--- src/rtl/ws2812_tx.sv ---
// WS2812 serial transmitter: shifts 24-bit pixel words MSB first as timed pulses, ends frames
// with a latch low period. Define WS2812_TX_STATS_EN to add frame_count and underrun outputs.
module ws2812_tx #(
   parameter int unsigned T0H_CYC   = 40,
   parameter int unsigned T1H_CYC   = 80,
   parameter int unsigned TBIT_CYC  = 125,
   parameter int unsigned LATCH_CYC = 6000
) (
   input  logic        clk_100,
   input  logic        glbl_reset,
   input  logic [23:0] pix_data,
   input  logic        pix_valid,
   output logic        pix_ready,
   input  logic        latch_req,
   output logic        led_sdi,
`ifdef WS2812_TX_STATS_EN
   output logic [15:0] frame_count,
   output logic        underrun,
`endif
   output logic        busy
);

   localparam int unsigned CW = $clog2(LATCH_CYC + 1);
   localparam logic [CW-1:0] T0H_LAST   = CW'(T0H_CYC - 1);
   localparam logic [CW-1:0] T1H_LAST   = CW'(T1H_CYC - 1);
   localparam logic [CW-1:0] TBIT_LAST  = CW'(TBIT_CYC - 1);
   localparam logic [CW-1:0] LATCH_LAST = CW'(LATCH_CYC - 1);
   localparam logic [CW-1:0] CNT_MAX    = {CW{1'b1}};

   typedef enum logic [1:0] {StIdle, StHigh, StLow, StLatch} state_t;

   state_t        r_state, w_state_nxt;
   logic [CW-1:0] r_cnt, w_cnt_nxt;
   logic [23:0]   r_sr, w_sr_nxt;
   logic [4:0]    r_bit, w_bit_nxt;
   logic          r_pend, w_pend_nxt;
   logic          r_sdi;
   logic          r_rdy_en;
   logic          w_ready;
   logic [CW-1:0] w_hi_last;

   always_comb begin
      w_state_nxt = r_state;
      w_cnt_nxt   = (r_cnt == CNT_MAX) ? r_cnt : r_cnt + CW'(1);
      w_sr_nxt    = r_sr;
      w_bit_nxt   = r_bit;
      w_pend_nxt  = r_pend;
      w_ready     = 1'b0;
      w_hi_last   = r_sr[23] ? T1H_LAST : T0H_LAST;
      unique case (r_state)
         StIdle: begin
            w_cnt_nxt = '0;
            w_ready   = r_rdy_en & ~latch_req;
            if (latch_req) begin
               w_state_nxt = StLatch;
            end else if (pix_valid && w_ready) begin
               w_sr_nxt    = pix_data;
               w_bit_nxt   = '0;
               w_state_nxt = StHigh;
            end
         end
         StHigh: begin
            if (latch_req) w_pend_nxt = 1'b1;
            if (r_cnt == w_hi_last) w_state_nxt = StLow;
         end
         StLow: begin
            if (latch_req) w_pend_nxt = 1'b1;
            if (r_cnt == TBIT_LAST) begin
               w_cnt_nxt = '0;
               if (r_bit != 5'd23) begin
                  w_sr_nxt    = {r_sr[22:0], 1'b0};
                  w_bit_nxt   = r_bit + 5'd1;
                  w_state_nxt = StHigh;
               end else if (r_pend || latch_req) begin
                  // a pending latch wins over any waiting word
                  w_pend_nxt  = 1'b0;
                  w_state_nxt = StLatch;
               end else begin
                  w_ready = 1'b1;
                  if (pix_valid) begin
                     w_sr_nxt    = pix_data;
                     w_bit_nxt   = '0;
                     w_state_nxt = StHigh;
                  end else begin
                     w_state_nxt = StLatch;
                  end
               end
            end
         end
         StLatch: begin
            if (r_cnt == LATCH_LAST) begin
               w_cnt_nxt   = '0;
               w_state_nxt = StIdle;
            end
         end
         default: w_state_nxt = StIdle;
      endcase
   end

   always_ff @(posedge clk_100) begin
      if (glbl_reset) begin
         r_state  <= StIdle;
         r_cnt    <= '0;
         r_sr     <= '0;
         r_bit    <= '0;
         r_pend   <= 1'b0;
         r_sdi    <= 1'b0;
         r_rdy_en <= 1'b0;
      end else begin
         r_state  <= w_state_nxt;
         r_cnt    <= w_cnt_nxt;
         r_sr     <= w_sr_nxt;
         r_bit    <= w_bit_nxt;
         r_pend   <= w_pend_nxt;
         r_sdi    <= (w_state_nxt == StHigh);
         r_rdy_en <= 1'b1;
      end
   end

`ifdef WS2812_TX_STATS_EN
   logic [15:0] r_frame_count;
   logic        r_underrun;

   always_ff @(posedge clk_100) begin
      if (glbl_reset) begin
         r_frame_count <= '0;
         r_underrun    <= 1'b0;
      end else if (w_state_nxt == StLatch && r_state != StLatch) begin
         r_frame_count <= r_frame_count + 16'd1;
         // only the no-word, no-request exit from the last bit counts as underrun
         if (r_state == StLow && !r_pend && !latch_req) r_underrun <= 1'b1;
      end
   end

   assign frame_count = r_frame_count;
   assign underrun    = r_underrun;
`endif

   assign pix_ready = w_ready;
   assign led_sdi   = r_sdi;
   assign busy      = (r_state != StIdle);

endmodule

--- config.mk ---
export PLATFORM = sky130hd
export DESIGN_NAME = ws2812_tx
export DESIGN_NICKNAME = d
export VERILOG_FILES = /design/src/rtl/ws2812_tx.sv
export SDC_FILE = /design/constraint.sdc
export NUM_CORES = 1
export LEC_CHECK = 0
export CAP_MARGIN = 15
export CORE_ASPECT_RATIO = 0.5
export CORE_UTILIZATION = 30
export CTS_BUF_LIST = sky130_fd_sc_hd__clkbuf_4 sky130_fd_sc_hd__clkbuf_8 sky130_fd_sc_hd__clkbuf_16
export CTS_CLUSTER_DIAMETER = 150
export DETAILED_ROUTE_END_ITERATION = 16
export GPL_TIMING_DRIVEN = 0
export MAX_ROUTING_LAYER = met4
export SETUP_SLACK_MARGIN = 0.1
export SLEW_MARGIN = 20
export SYNTH_ARGS = -nofsm -noshare
export SYNTH_HDL_FRONTEND = slang
export SYNTH_SLANG_ARGS = --single-unit
--- constraint.sdc ---
create_clock -name clk_100 -period 2.8 [get_ports clk_100]
set_input_delay 0.42 -clock clk_100 [delete_from_list [all_inputs] [get_ports clk_100]]
set_output_delay 0.42 -clock clk_100 [all_outputs]
set_load 0.02 [all_outputs]
==> results.toml <==
[run_status]
status = "finished clean"

[logic_synthesis]
netlist_top_cells_area = "dfxtp_1 39%, mux2i_1 9.4%, a211oi_1 7.4%"
ys_seq_area_share_pct = 38.6
yosysWarnings = 0
synth.largest_area_cell = "dfxtp_1"
synth_ff_type = "dfxtp_1"
synth.top_cells.by_count = "47 x dfxtp_1, 34 x a21oi_1, 24 x a211oi_1"
synth_top_area_share_pct = 38.6
syn_avg_cell_area_sq_um = 8.74
syn-num-nets = 314
async_flop_share_pct = 0
synth_edf_count = 0
postSynthCellCount = 279
synth_cell_types = 45
yosysMostFrequentCell = "dfxtp_1"
synth-seq-cells = 47
netlist_area_sq_um = 2440

[worst_setup_path]
worst-setup-path-type = "flop to flop"
required_ns = 2.95
start_kind = "flop"
critPathLaunch = "r_cnt[11]$_SDFF_PP0_"
cp-end-kind = "flop"
crit_fanout = 10
r2r_start = "r_cnt[11]$_SDFF_PP0_"
arrival_ns = 2.66

[route]
wirelength_um = 5600
num_vias = 2179
routed_via_density = 5.14
dr.pass1.iters = 4
drt-initial-drc-count = 101
ant_nets = 0
wire_per_inst_um = 13.2
route.detailed.drc = 0

[placed_design]
place_hpwl_um = 4010
gp_congestion = 0.782
place_ws_ns = -0.00864
port_buffers = 29

[sta]
layout_setup_ws_ns = 0.293
rsz0062_at_grt = "no"
tightest_slew_ns = 0.725
drv_slew = 0
setup_violations = 0
hold_viol = 0
skew_ns = 0.00596
fin_crit_sh_pct = 89.5
clock.fmax_ghz = 0.399
fin_crit_ns = 2.51
slew-limit-headroom_pct = 51.7

[final_layout]
synthToLayoutAreaGrowth_pct = 24.6
drive_gt1_share_pct = 7.59
postLayoutCoreUtil_pct = 40.0
nets = 350
n_antenna_cell = 0

[clock_network]
cts-buffers-inserted = 5
clock_sinks = 47
clk_pin_slew_ns = 0.07
cts.path.max_buffers = 2
ctsHoldBuffers = 0
cts_tree = "built"
htree_num_levels = 2
cts_root_buf = "clkbuf_16"
clk-insertion-delay-late_ns = 0.28

[global_route]
grt_overflow_total = 0
antenna_found_initial = 0
first_global_vias = 2135
grt_max_degree = 16
grt_pass1_wl_um = 9560
grt_usage_pct = 14.6

[floorplan]
die_h_um = 65.8
placementRows = 22
die_x_um = 130
core-area_sq_um = 7600
initial_core_util_pct = 32.1
io_pins = 31
die-area_sq_um = 8520

[power]
leakage_nw = 1.14
p_per_area_nw_per_um2 = 883
ir_drop_mv = 0.289

[job]
cap_viol_max_count = 0

[worst_hold_path]
min_from = "glbl_reset"
holdCritPathClass = "primary input to flop"
## cells by family after synthesis
group	synth area share (%)
buf+inv	4.56
mux	9.44
fa+ha+maj	3.59
xor+xnor	3.23
flops	38.6
simple gates	18.6
compound gates	22.0
## flip-flops by register name (all words and copies together) (netlist names)
| signal | flops |
|---|---|
| r_bit | 5 |
| r_state | 2 |
| r_sr | 24 |
| r_pend | 1 |
| r_cnt | 13 |
| r_rdy_en | 1 |
| led_sdi | 1 |
## cell type report
class,instances,area (sq um)
Buffer,18,78.8
Clock buffer,6,139
Clock inverter,2,16.3
Fill cell,783,4560
Inverter,9,33.8
Multi-Input combinational cell,204,1400
Sequential cell,47,941
Tap cell,108,135
Timing Repair Buffer,30,297
## metal layers
metal  vias up  wire length [um]  global-route usage (%)
met5         -                 0                       -
met4         0                74                    5.09
met3         6               222                    3.32
met2        33              2550                    24.5
met1      1031              2750                    17.5
li1       1109                 -                       -
## where the power goes
| part | switching, mW | leakage (nW) | internal, mW |
|---|---|---|---|
| Sequential | 0.116 | 0.384 | 0.859 |
| Combinational | 0.651 | 0.687 | 0.450 |
| Clock | 0.253 | 0.0731 | 0.357 |
## placed cells by master (no fill, tap or decap), types with 3 or more instances in the layout
master | Yosys | routed
xnor2_1 | 9 | 9
nor2b_1 | 3 | 3
nand2_1 | 14 | 14
a21oi_1 | 34 | 34
ha_1 | 7 | 7
mux2i_1 | 23 | 23
clkbuf_1 | 14 | 9
clkdlybuf4s50_1 | 0 | 28
nor2_1 | 19 | 19
and4_1 | 3 | 3
inv_1 | 9 | 9
a311oi_1 | 3 | 3
buf_2 | 5 | 5
clkbuf_16 | 0 | 5
nand4_1 | 5 | 5
a211oi_1 | 24 | 24
clkbuf_2 | 0 | 4
dfxtp_1 | 47 | 47
nor3_1 | 7 | 7
nand3_1 | 9 | 9
o21ai_0 | 7 | 6
a31oi_1 | 4 | 4
## per-stage QoR
stage | total power [mW] | hold slack [ns] | cells | cell area, sq um | TNS [ns]
after floorplan | 1.77 | 0.449 | 279 | 2440 | 0
after global placement | 2.05 | 0.463 | 416 | 2870 | -0.0148
after detailed placement | 2.08 | 0.478 | 416 | 2870 | -0.00864
after CTS | 2.69 | 0.440 | 425 | 3040 | 0
after global routing | 2.88 | 0.499 | 424 | 3040 | 0
final | 2.69 | 0.478 | 424 | 3040 | 0
## worst max-delay path, cell delays in order, from the launching register on
cell	delay, ns
dfxtp_1	0.35
or4_4	0.58
or4_4	0.55
and2_4	0.19
nor2_1	0.30
buf_2	0.30
a211oi_1	0.10
## repair_timing
item,CTS,global route
pin swaps,1,0
endpoints found under the setup margin,9,29
resized for setup,4,6
setup buffers,1,0
## path summary, 6_finish.rpt
path | depth (start not counted) | endpoint | slack (ns)
hold / removal | 2 | r_rdy_en$_DFF_P_ | 0.48
hold reg to reg | 2 | r_sr[0]$_SDFFE_PP0P_ | 0.49
setup reg to reg | 6 | r_sr[7]$_SDFFE_PP0P_ | 0.29
setup / recovery | 6 | r_sr[7]$_SDFFE_PP0P_ | 0.29
No activity file was read; power rests on OpenSTA's default activity.
